**config.mk**
```make
export PLATFORM = sky130hd
export DESIGN_NAME = alu_mc
export DESIGN_NICKNAME = d
export VERILOG_FILES = /design/src/rtl/alu_mc.sv
export SDC_FILE = /design/constraint.sdc
export NUM_CORES = 1
export LEC_CHECK = 0
export ABC_CLOCK_PERIOD_IN_PS = 5500
export CAP_MARGIN = 40
export CELL_PAD_IN_SITES_DETAIL_PLACEMENT = 1
export CELL_PAD_IN_SITES_GLOBAL_PLACEMENT = 1
export CORE_ASPECT_RATIO = 1.75
export CORE_UTILIZATION = 45
export CTS_CLUSTER_SIZE = 28
export DETAILED_ROUTE_END_ITERATION = 10
export PLACE_DENSITY_LB_ADDON = 0.1
export RECOVER_POWER = 25
export SLEW_MARGIN = 20
export SYNTH_ARGS = -nofsm -noshare
export SYNTH_HDL_FRONTEND = slang
export SYNTH_SLANG_ARGS = --single-unit
```
**constraint.sdc**
```tcl
create_clock -name clk -period 5.5 [get_ports clk]
set_input_delay 1.65 -clock clk [delete_from_list [all_inputs] [get_ports clk]]
set_output_delay 1.65 -clock clk [all_outputs]
set_load 0.02 [all_outputs]
```
**src/rtl/alu_mc.sv**
```systemverilog
// Multi-cycle ALU: one-hot single-cycle ops plus iterative signed/unsigned multiply and divide.
// All results are registered behind a valid/ready handshake on both sides.
module alu_mc #(
    parameter int  WIDTH = 32,
    localparam int SHW   = $clog2(WIDTH)
) (
    input  logic             clk,
    input  logic             resetn,
    input  logic             in_valid,
    output logic             in_ready,
    input  logic [15:0]      op,
    input  logic [WIDTH-1:0] in0,
    input  logic [WIDTH-1:0] in1,
    output logic             out_valid,
    input  logic             out_ready,
    output logic [WIDTH-1:0] out,
    output logic [WIDTH-1:0] out_hi,
    output logic             out_err
);

    typedef enum logic [1:0] {
        ST_IDLE = 2'd0,
        ST_ITER = 2'd1,
        ST_FIX  = 2'd2
    } state_t;

    state_t             state_r, state_s;
    logic [SHW-1:0]     cnt_r;
    logic               rdy_r;
    logic [WIDTH-1:0]   hi_r, lo_r, opnd_r, a_r;
    logic               is_div_r, neg_lo_r, neg_hi_r, dz_r;
    logic [WIDTH-1:0]   out_r, out_hi_r;
    logic               out_err_r, out_valid_r;

    logic               accept_s, onehot_s, multi_s, sgn_s, a_neg_s, b_neg_s;
    logic [WIDTH-1:0]   mag_a_s, mag_b_s, sc_res_s;
    logic [WIDTH:0]     mul_sum_s, div_shift_s;
    logic [WIDTH-1:0]   div_rem_s;
    logic               div_ge_s;
    logic [2*WIDTH-1:0] prod_s;
    logic [WIDTH-1:0]   quo_s, rem_s;
    logic               load_s, res_err_s;
    logic [WIDTH-1:0]   res_lo_s, res_hi_s;

    assign in_ready  = rdy_r && (state_r == ST_IDLE) && (!out_valid_r || out_ready);
    assign accept_s  = in_valid && in_ready;
    assign onehot_s  = (op != 16'h0000) && ((op & (op - 16'h0001)) == 16'h0000);
    assign multi_s   = onehot_s && (op[3:0] != 4'h0);
    assign sgn_s     = op[3] | op[1];
    assign a_neg_s   = sgn_s && in0[WIDTH-1];
    assign b_neg_s   = sgn_s && in1[WIDTH-1];
    assign mag_a_s   = a_neg_s ? -in0 : in0;
    assign mag_b_s   = b_neg_s ? -in1 : in1;

    // One shift-add or restoring-divide step; the low-W subtraction is exact whenever it is used.
    assign mul_sum_s   = {1'b0, hi_r} + (lo_r[0] ? {1'b0, opnd_r} : {(WIDTH+1){1'b0}});
    assign div_shift_s = {hi_r, lo_r[WIDTH-1]};
    assign div_ge_s    = (div_shift_s >= {1'b0, opnd_r});
    assign div_rem_s   = div_shift_s[WIDTH-1:0] - opnd_r;

    assign prod_s = neg_lo_r ? -{hi_r, lo_r} : {hi_r, lo_r};
    assign quo_s  = neg_lo_r ? -lo_r : lo_r;
    assign rem_s  = neg_hi_r ? -hi_r : hi_r;

    assign out       = out_r;
    assign out_hi    = out_hi_r;
    assign out_err   = out_err_r;
    assign out_valid = out_valid_r;

    // Single-cycle operation results; anything not one-hot falls to zero.
    always_comb begin
        sc_res_s = '0;
        case (op)
            16'h8000: sc_res_s = in0 + in1;
            16'h4000: sc_res_s = in0 - in1;
            16'h2000: sc_res_s = {{(WIDTH-1){1'b0}}, ($signed(in0) < $signed(in1))};
            16'h1000: sc_res_s = {{(WIDTH-1){1'b0}}, (in0 < in1)};
            16'h0800: sc_res_s = in0 & in1;
            16'h0400: sc_res_s = ~(in0 | in1);
            16'h0200: sc_res_s = in0 | in1;
            16'h0100: sc_res_s = in0 ^ in1;
            16'h0080: sc_res_s = in1 << in0[SHW-1:0];
            16'h0040: sc_res_s = in1 >> in0[SHW-1:0];
            16'h0020: sc_res_s = $signed(in1) >>> in0[SHW-1:0];
            16'h0010: sc_res_s = {in1[WIDTH/2-1:0], {(WIDTH/2){1'b0}}};
            default:  sc_res_s = '0;
        endcase
    end

    // Output register load selection: FIX results take priority since no request is accepted while busy.
    always_comb begin
        load_s    = 1'b0;
        res_lo_s  = '0;
        res_hi_s  = '0;
        res_err_s = 1'b0;
        if (state_r == ST_FIX) begin
            load_s = 1'b1;
            if (!is_div_r) begin
                res_hi_s = prod_s[2*WIDTH-1:WIDTH];
                res_lo_s = prod_s[WIDTH-1:0];
            end else if (dz_r) begin
                res_lo_s = '1;
                res_hi_s = a_r;
            end else begin
                res_lo_s = quo_s;
                res_hi_s = rem_s;
            end
        end else if (accept_s && !multi_s) begin
            load_s    = 1'b1;
            res_lo_s  = sc_res_s;
            res_err_s = !onehot_s;
        end else begin
            load_s = 1'b0;
        end
    end

    // Next-state logic for the iterative sequencer.
    always_comb begin
        state_s = state_r;
        case (state_r)
            ST_IDLE: begin
                if (accept_s && multi_s) state_s = ST_ITER;
                else                     state_s = ST_IDLE;
            end
            ST_ITER: begin
                if (cnt_r == SHW'(WIDTH-1)) state_s = ST_FIX;
                else                        state_s = ST_ITER;
            end
            ST_FIX:  state_s = ST_IDLE;
            default: state_s = ST_IDLE;
        endcase
    end

    // State register.
    always_ff @(posedge clk or negedge resetn) begin
        if (!resetn) state_r <= ST_IDLE;
        else         state_r <= state_s;
    end

    // Holds in_ready low until the first clock edge after reset release.
    always_ff @(posedge clk or negedge resetn) begin
        if (!resetn) rdy_r <= 1'b0;
        else         rdy_r <= 1'b1;
    end

    // Iterative datapath: load magnitudes on accept, then one bit per cycle.
    always_ff @(posedge clk or negedge resetn) begin
        if (!resetn) begin
            cnt_r    <= '0;
            hi_r     <= '0;
            lo_r     <= '0;
            opnd_r   <= '0;
            a_r      <= '0;
            is_div_r <= 1'b0;
            neg_lo_r <= 1'b0;
            neg_hi_r <= 1'b0;
            dz_r     <= 1'b0;
        end else if (state_r == ST_IDLE) begin
            if (accept_s && multi_s) begin
                cnt_r    <= '0;
                hi_r     <= '0;
                a_r      <= in0;
                is_div_r <= op[1] | op[0];
                neg_lo_r <= a_neg_s ^ b_neg_s;
                neg_hi_r <= a_neg_s;
                dz_r     <= (in1 == '0);
                if (op[1] | op[0]) begin
                    lo_r   <= mag_a_s;
                    opnd_r <= mag_b_s;
                end else begin
                    lo_r   <= mag_b_s;
                    opnd_r <= mag_a_s;
                end
            end
        end else if (state_r == ST_ITER) begin
            cnt_r <= cnt_r + SHW'(1);
            if (is_div_r) begin
                hi_r <= div_ge_s ? div_rem_s : div_shift_s[WIDTH-1:0];
                lo_r <= {lo_r[WIDTH-2:0], div_ge_s};
            end else begin
                hi_r <= mul_sum_s[WIDTH:1];
                lo_r <= {mul_sum_s[0], lo_r[WIDTH-1:1]};
            end
        end
    end

    // Output registers; a same-cycle load keeps out_valid high across a pop.
    always_ff @(posedge clk or negedge resetn) begin
        if (!resetn) begin
            out_r       <= '0;
            out_hi_r    <= '0;
            out_err_r   <= 1'b0;
            out_valid_r <= 1'b0;
        end else if (load_s) begin
            out_r       <= res_lo_s;
            out_hi_r    <= res_hi_s;
            out_err_r   <= res_err_s;
            out_valid_r <= 1'b1;
        end else if (out_valid_r && out_ready) begin
            out_valid_r <= 1'b0;
        end else begin
            out_valid_r <= out_valid_r;
        end
    end

endmodule

```
==> reports/metrics.cfg, run 1 <==
[logic_synthesis]
yosysSeqAreaShare_pct = 20.26
synth_top_area_share_pct = 20.26
synth_ff_type = dfrtp_1
synth.avg_cell_area_um2 = 7.281
async_flop_share_pct = 100.0
ys_warn_count = 0
syn_area_um2 = 25440
synth.distinct_cells = 88
synth_nets = 3755
synthTopCellsByCount = nor2_1, o21ai_0, a21oi_1, nand2_1, clkbuf_1
ys_ff_latch = 206
synth_edf_count = 0
syn_inst = 3494
yosysTopAreaCell = dfrtp_1
yosysMostFrequentCell = nor2_1
yosys-top-cells-area = dfrtp_1, ha_1, o21ai_0, a21oi_1, mux2i_1

[cts]
clock_sinks = 206
cts-resized-gates = 0
cts_root_buf = clkbuf_16
cts_buffers = 22
cts_max_path_buffers = 3
postCtsSetupRepairBufs = 0
htree_levels = 1
hold_buffers = 0

[grt]
first_global_vias = 35150
grt_remaining_overflow = 1
grt_max_degree = 118
grt_usage_pct = 55.70
grt_pass1_wl_um = 235800

[status]
haltStage = 5_1_grt
status = did not finish
stop_error = [ERROR GRT-0116] Global routing finished with congestion. Check the congestion regions in the DRC Viewer.

[floorplan]
die_h_um = 316.5
chipWidth_um = 181.7
start_util_pct = 45.45
ios = 151
row_count = 115

[placed_design]
dp.cells = 4459
place_hpwl_um = 121200
gp_congestion = 1.150
place_area_um2 = 29950
io_buffers = 150

[metrics by stage]
| stage | worst slack (ns) | hold slack, ns | utilization [%] | TNS (ns) |
|---|---|---|---|---|
| after floorplan | 0.06155 | 0.4429 | - | 0 |
| after global placement | -0.3194 | 0.4592 | 53.42 | -0.5517 |
| after detailed placement | -0.3817 | 0.4629 | 53.50 | -0.7297 |
| after CTS | 0.1700 | 0.4790 | 54.84 | 0 |
[kinds of logic after synthesis]
kind of cell	count (synthesis)	share of synthesized area, %
AO/OA/AOI/OAI	1232	29.99
XOR/XNOR	187	6.438
adder cells (fa/ha/maj)	179	8.903
buffers and inverters	413	6.217
flip-flops	206	20.26
multiplexers	210	8.976
other	1	0.01474
AND/OR/NAND/NOR	1066	19.20
[layer usage]
| metal | GRT overflow | global-route usage [%] |
|---|---|---|
| met1 | 0 | 52.85 |
| met2 | 1 | 89.12 |
| met3 | 0 | 16.99 |
| met4 | 0 | 67.37 |
| met5 | 0 | 0.5833 |
==> run 2: changes to the inputs <==
CELL_PAD_IN_SITES_DETAIL_PLACEMENT = default   (was 1)
CELL_PAD_IN_SITES_GLOBAL_PLACEMENT = default   (was 1)
CORE_ASPECT_RATIO = default   (was 1.75)
CORE_UTILIZATION = 30   (was 45)
CTS_CLUSTER_SIZE = default   (was 28)
PLACE_DENSITY_LB_ADDON = 0.15   (was 0.1)
==> reports/metrics.cfg, run 2 <==
[grt]
grt_usage_pct = 30.19
antenna_found_initial = 6
first_global_vias = 26880
grt_max_degree = 119
grt_pass1_wl_um = 191100
grt_remaining_overflow = 0

[floorplan]
die-area_um2 = 85960
core_area_um2 = 83820
row_count = 106  ; -7.8%
start_util_pct = 30.35  ; -15 points
ios = 151  ; unchanged
die_h_um = 293.2  ; -7.4%
chipWidth_um = 293.2  ; +61%

[logic_synthesis]
ys_warn_count = 0  ; unchanged
syn_inst = 3494  ; unchanged
synth_edf_count = 0  ; unchanged
ys_ff_latch = 206  ; unchanged
synth.avg_cell_area_um2 = 7.281  ; unchanged
yosysSeqAreaShare_pct = 20.26  ; unchanged
yosysTopAreaCell = dfrtp_1
synth.distinct_cells = 88  ; unchanged
async_flop_share_pct = 100.0  ; unchanged
yosysMostFrequentCell = nor2_1
synth_nets = 3755  ; unchanged
synth_top_area_share_pct = 20.26  ; unchanged
synth_ff_type = dfrtp_1
syn_area_um2 = 25440  ; unchanged
yosys-top-cells-area = dfrtp_1, ha_1, o21ai_0, a21oi_1, mux2i_1
synthTopCellsByCount = nor2_1, o21ai_0, a21oi_1, nand2_1, clkbuf_1

[finish]
nNetsFinal = 4017
final-seq-area_um2 = 5160
nFillCells = 9063
final_common_cell = nor2_1
areaGrowthSynthToFinish_pct = 22.31
multiInputGateArea_um2 = 18770
final_util_pct = 37.12
finalNonFillerCells = 4909
drive_gt1_share_pct = 12.98
final_cell_mix = nor2_1, o21ai_0, a21oi_1

[placed_design]
gp_congestion = 1.004  ; -13%
place_hpwl_um = 107000  ; -12%
io_buffers = 150  ; unchanged
dp.cells = 4864  ; +9.1%

[timing]
fin_crit_ns = 5.425
rsz0062_at_grt = false
tightest_slew_ns = 3.294
relSlewSlack_pct = -119.6
slew_viol_final = 118
setup_violations = 0
finClkSkew_ns = 0.02676
max_freq_ghz = 0.1843
finalCritPeriodShare_pct = 98.63
finalHoldViolations = 0

[cts]
cts_tree = built
clk_pin_slew_ns = 0.06
clock_sinks = 206  ; unchanged
htree_levels = 1  ; unchanged
postCtsSetupRepairBufs = 0  ; unchanged
hold_buffers = 0  ; unchanged
cts-resized-gates = 0  ; unchanged
cts_max_path_buffers = 3  ; unchanged
cts_root_buf = clkbuf_16
cts_buffers = 24  ; +9.1%
clkLatencyLatePin_ns = 0.55

[power_and_ir_drop]
power.density_nw_per_um2 = 164.0
p_leak_nw = 13.26
total_power_mw = 5.104
ir_drop_mv = 0.2140

[drt]
drt_iter0_drc = 2859
drcViolationCount = 0
vias = 28510
viasPerCell = 5.808
post_drt_wl_per_cell_um = 27.17
final_antenna_net_count = 0
finalWirelength_um = 133400
drt_first_pass_iters = 6

[worst_setup_path]
crit_end = out[0]
r2r_slack_ns = 0.96
crit_fanout = 6
cp_num_cells = 14
rr_worst_depth = 16
crit_path_frequent_cell = buf_4
critical_path_buf_inv_count = 4
reg2reg_to = hi_r[30]
path_delay_family = simple AND/OR/NAND/NOR gates
slowest_delay_ns = 0.52
startpoint = op[1]
cp_slowest_cell = or4_4
worstSetupStartpointType = input port
worst_ep_required_time_ns = 5.97
crit_type = input port to flip-flop
r2r-start = lo_r[0]
crit_arrival_ns = 5.90
cp-end-kind = flip-flop
crit_chain = clkdlybuf4s50_1 -> buf_12 -> or4_4 -> or3_1 -> buf_4 -> or3b_2 -> or2_1 -> o32ai_1 -> o21ai_0 -> o22a_1 -> a31oi_1 -> a2111oi_0 -> buf_4 -> o21ai_1

[job]
drv_cap = 1

[status]
violations = max-capacitance violations, max-slew violations
status = finished, violations left

[worst_hold_path]
hp-class = flip-flop to flip-flop

==> run 2: cell counts after synthesis <==
No cell type changed its count.
==> run 2: final cells by class <==
class / count / area share (%)
diodes: 1 / 0.008043
inverters: 143 / 1.725
flip-flops and latches: 206 / 16.58
clock buffers: 38 / 2.425
clock inverters: 6 / 0.3579
repair buffers: 506 / 14.00
well taps: 1134 / 4.560
multi-input cells: 2875 / 60.34
==> run 2: worst min-delay path by stage <==
stage	endpoint	slack, ns	from	depth (start not counted)
final	a_r[10]	0.47	a_r[10]	2
after global routing	neg_hi_r	0.49	neg_hi_r	2
after CTS	a_r[10]	0.48	a_r[10]	2
after detailed placement	a_r[10]	0.47	a_r[10]	2
after global placement	a_r[0]	0.46	a_r[0]	2
after floorplan	cnt_r[3]	0.44	cnt_r[3]	1
==> run 2: metrics by stage <==
step                TNS (ns)  setup slack [ns]  hold WS (ns)  instance area, µm²
floorplan                  0           0.06155        0.4429               25440
global placement     -0.7315           -0.3418        0.4594               30200
detailed placement    -1.103           -0.3226        0.4654               30260
CTS                        0            0.2191        0.4790               31120
global route               0            0.1059        0.4941               31110
finish                     0           0.07549        0.4736               31110
==> run 2: metal layers <==
metal / vias to the layer above / part of all wire [%] / track usage (%) / wire (µm)
li1: 13250 / - / - / -
met1: 13730 / 43 / 39.77 / 57240
met2: 1263 / 46 / 49.43 / 60750
met3: 270 / 6.6 / 3.775 / 8789
met4: 6 / 4.9 / 13.05 / 6536
met5: - / 0.029 / 0 / 39
==> run 2: cell families after synthesis <==
family,count (synthesis),synth area share (%)
adder cells (fa/ha/maj),179,8.903
other,1,0.01474
multiplexers,210,8.976
AO/OA/AOI/OAI,1232,29.99
AND/OR/NAND/NOR,1066,19.20
buffers and inverters,413,6.217
flip-flops,206,20.26
XOR/XNOR,187,6.438
==> run 2: report_power, final <==
part	switching, mW	total, mW	internal, mW
clock network	0.710	1.79	1.08
registers	0.0433	1.58	1.53
logic	1.09	1.74	0.652
total	1.84	5.10	3.27
==> run 2: worst register-to-register path: stages (launching register included) <==
cell	delay [ns]
dfrtp_1	0.41
clkinv_1	0.16
buf_4	0.24
nor2_1	0.15
ha_1	0.30
a21oi_1	0.33
o21ai_0	0.19
a2111oi_0	0.46
o41a_1	0.27
nor3_1	0.08
a2111oi_0	0.45
buf_4	0.20
o21ai_0	0.21
a41o_1	0.32
a21o_1	0.18
xor2_1	0.14
a221o_1	0.31
No activity file was read; power rests on OpenSTA's default activity.
==> run 3: changes to the inputs <==
PLACE_DENSITY_LB_ADDON = 0.12   (was 0.15)
SETUP_SLACK_MARGIN = 0.1   (was default)
==> reports/metrics.cfg, run 3 (same netlist as run 2, synthesis figures left out) <==
[timing]
rsz0062_at_grt = false
tightest_slew_ns = 2.565  ; -0.7281 ns
max_freq_ghz = 0.1887  ; +2.4%
setup_violations = 0  ; unchanged
finClkSkew_ns = 0.01818  ; -0.008587 ns
finalHoldViolations = 0  ; unchanged
slew_viol_final = 97  ; -18%
whs_ns = 0.4710  ; -0.002518 ns
fin_crit_ns = 5.300  ; -0.1247 ns
finalCritPeriodShare_pct = 96.36  ; -2.3 points
fin_ws_ns = 0.2002  ; +0.1247 ns
relSlewSlack_pct = -71.03  ; +49 points

[finish]
design_area_um2 = 31330  ; +0.69%
nNetsFinal = 4048  ; +0.77%
finalNonFillerCells = 4940  ; +0.63%
final_common_cell = nor2_1
final_cell_mix = nor2_1, o21ai_0, buf_4
drive_gt1_share_pct = 13.83  ; +0.85 points
areaGrowthSynthToFinish_pct = 23.15

[floorplan]
die-area_um2 = 85960  ; unchanged
row_count = 106  ; unchanged
ios = 151  ; unchanged
die_h_um = 293.2  ; unchanged
core_area_um2 = 83820  ; unchanged
start_util_pct = 30.35  ; unchanged
chipWidth_um = 293.2  ; unchanged

[power_and_ir_drop]
p_leak_nw = 13.39  ; +1.0%
power.density_nw_per_um2 = 159.2  ; -3.0%
total_power_mw = 4.987  ; -2.3%
ir_drop_mv = 0.1729  ; -19%

[status]
status = finished, violations left
violations = max-capacitance violations, max-slew violations

[worst_setup_path]
crit_arrival_ns = 5.72  ; -0.18 ns
crit_type = input port to flip-flop
worstSetupStartpointType = input port
crit_fanout = 4  ; -2
worst_ep_required_time_ns = 5.92  ; -0.05 ns
cp-end-kind = flip-flop

[drt]
post_drt_wl_per_cell_um = 27.06  ; -0.37%
drcViolationCount = 0  ; unchanged
final_antenna_net_count = 0  ; unchanged
vias = 28420  ; -0.33%
drt_iter0_drc = 2732  ; -4.4%
viasPerCell = 5.753  ; -0.95%
finalWirelength_um = 133700  ; +0.26%
drt_first_pass_iters = 8  ; +2

[grt]
top_usage_layer = met2
first_global_vias = 26740  ; -0.53%
grt_remaining_overflow = 0  ; unchanged
use_met1_pct = 40.82  ; +1.1 points
gr-usage-met2_pct = 49.41  ; about the same
grt_max_degree = 123  ; +3.4%
antenna_found_initial = 5  ; -1
grt_usage_pct = 30.26  ; +0.069 points
grt_pass1_wl_um = 191800  ; +0.35%
met3_usage_pct = 3.192  ; -0.58 points

[cts]
clock_sinks = 206  ; unchanged
htree_levels = 1  ; unchanged
cts_buffers = 23  ; -4.2%
cts_tree = built
postCtsSetupRepairBufs = 0  ; unchanged
cts_root_buf = clkbuf_16
cts_max_path_buffers = 3  ; unchanged
clkLatencyLatePin_ns = 0.55  ; about the same
clk_pin_slew_ns = 0.06  ; about the same

[placed_design]
io_buffers = 150  ; unchanged
gp_congestion = 1.019  ; +1.4%
place_hpwl_um = 107400  ; +0.37%
dp.cells = 4894  ; +0.62%
place_area_um2 = 30560  ; +0.98%
place_ws_ns = -0.6303  ; -0.3077 ns

[worst_hold_path]
hp-class = flip-flop to flip-flop

[job]
drv_cap = 1  ; unchanged

## run 3: changes by cell type in the layout (fill, tap and decap cells not counted), moves of 2 or more
cell       previous run  this run
buf_2                 5         8
clkinv_2              1         9
clkbuf_8              8         2
diode_2               1         3
buf_4               338       361
clkbuf_16            25        23
buf_12               15        22
a2111oi_0            21        18
clkbuf_1              6         3
a2111oi_1             0         3
## run 3: per-stage QoR
step / TNS (ns) / utilization [%]
floorplan: 0 / -
global placement: -1.993 / 36.43
detailed placement: -2.351 / 36.46
CTS: 0 / 37.38
global route: 0 / 37.37
finish: 0 / 37.37
## run 3: repair_timing
| action | in CTS | in global routing |
|---|---|---|
| gates resized for setup | 2 | 3 |
| endpoints found under the setup margin | 1 | 3 |
| hold buffers | 0 | 0 |
## run 3: critical path, stage by stage
cell and delay, ns:
clkdlybuf4s50_1 0.46, buf_4 0.17, inv_1 0.09, ha_1 0.34
nor2b_1 0.08, o21a_1 0.18, or3_1 0.38, o221a_2 0.26
a2111o_1 0.40, a211o_1 0.34, buf_4 0.13, a31oi_1 0.14
xnor2_1 0.14, nor2_1 0.05, a2111oi_0 0.61, buf_4 0.22
o21ai_0 0.06
## run 3: per-layer routing
metal,wire [µm],vias up
met5,13,-
met4,5869,2
met2,60930,1183
met1,58940,13710
li1,-,13300
met3,7947,223
## run 3: path summary, 6_finish.rpt
check / cells past startpoint / from / endpoint / slack, ns
setup / recovery: 17 / in1[15] / out[30] / 0.20
hold / removal: 2 / out_hi[27] / out_hi[27] / 0.47
setup reg to reg: 16 / lo_r[0] / hi_r[30] / 0.92
hold reg to reg: 2 / out_hi[27] / out_hi[27] / 0.47
max in group asynchronous: 2 / resetn / hi_r[27] / 1.23
min in group asynchronous: 1 / resetn / out_hi[1] / 1.80
## run 3: report_power, final
part / internal [mW] / switching, mW
logic: 0.677 / 1.09
registers: 1.53 / 0.0452
clock network: 0.935 / 0.702
total: 3.15 / 1.84
## run 3: layout make-up
type	count	area [µm²]
fill	9070	52490
multi-input combinational	2875	18790
sequential	206	5160
timing repair buffer	538	4653
tap	1134	1419
clock buffer	28	614.3
inverter	143	536.8
clock inverter	13	143.9
antenna	3	7.507
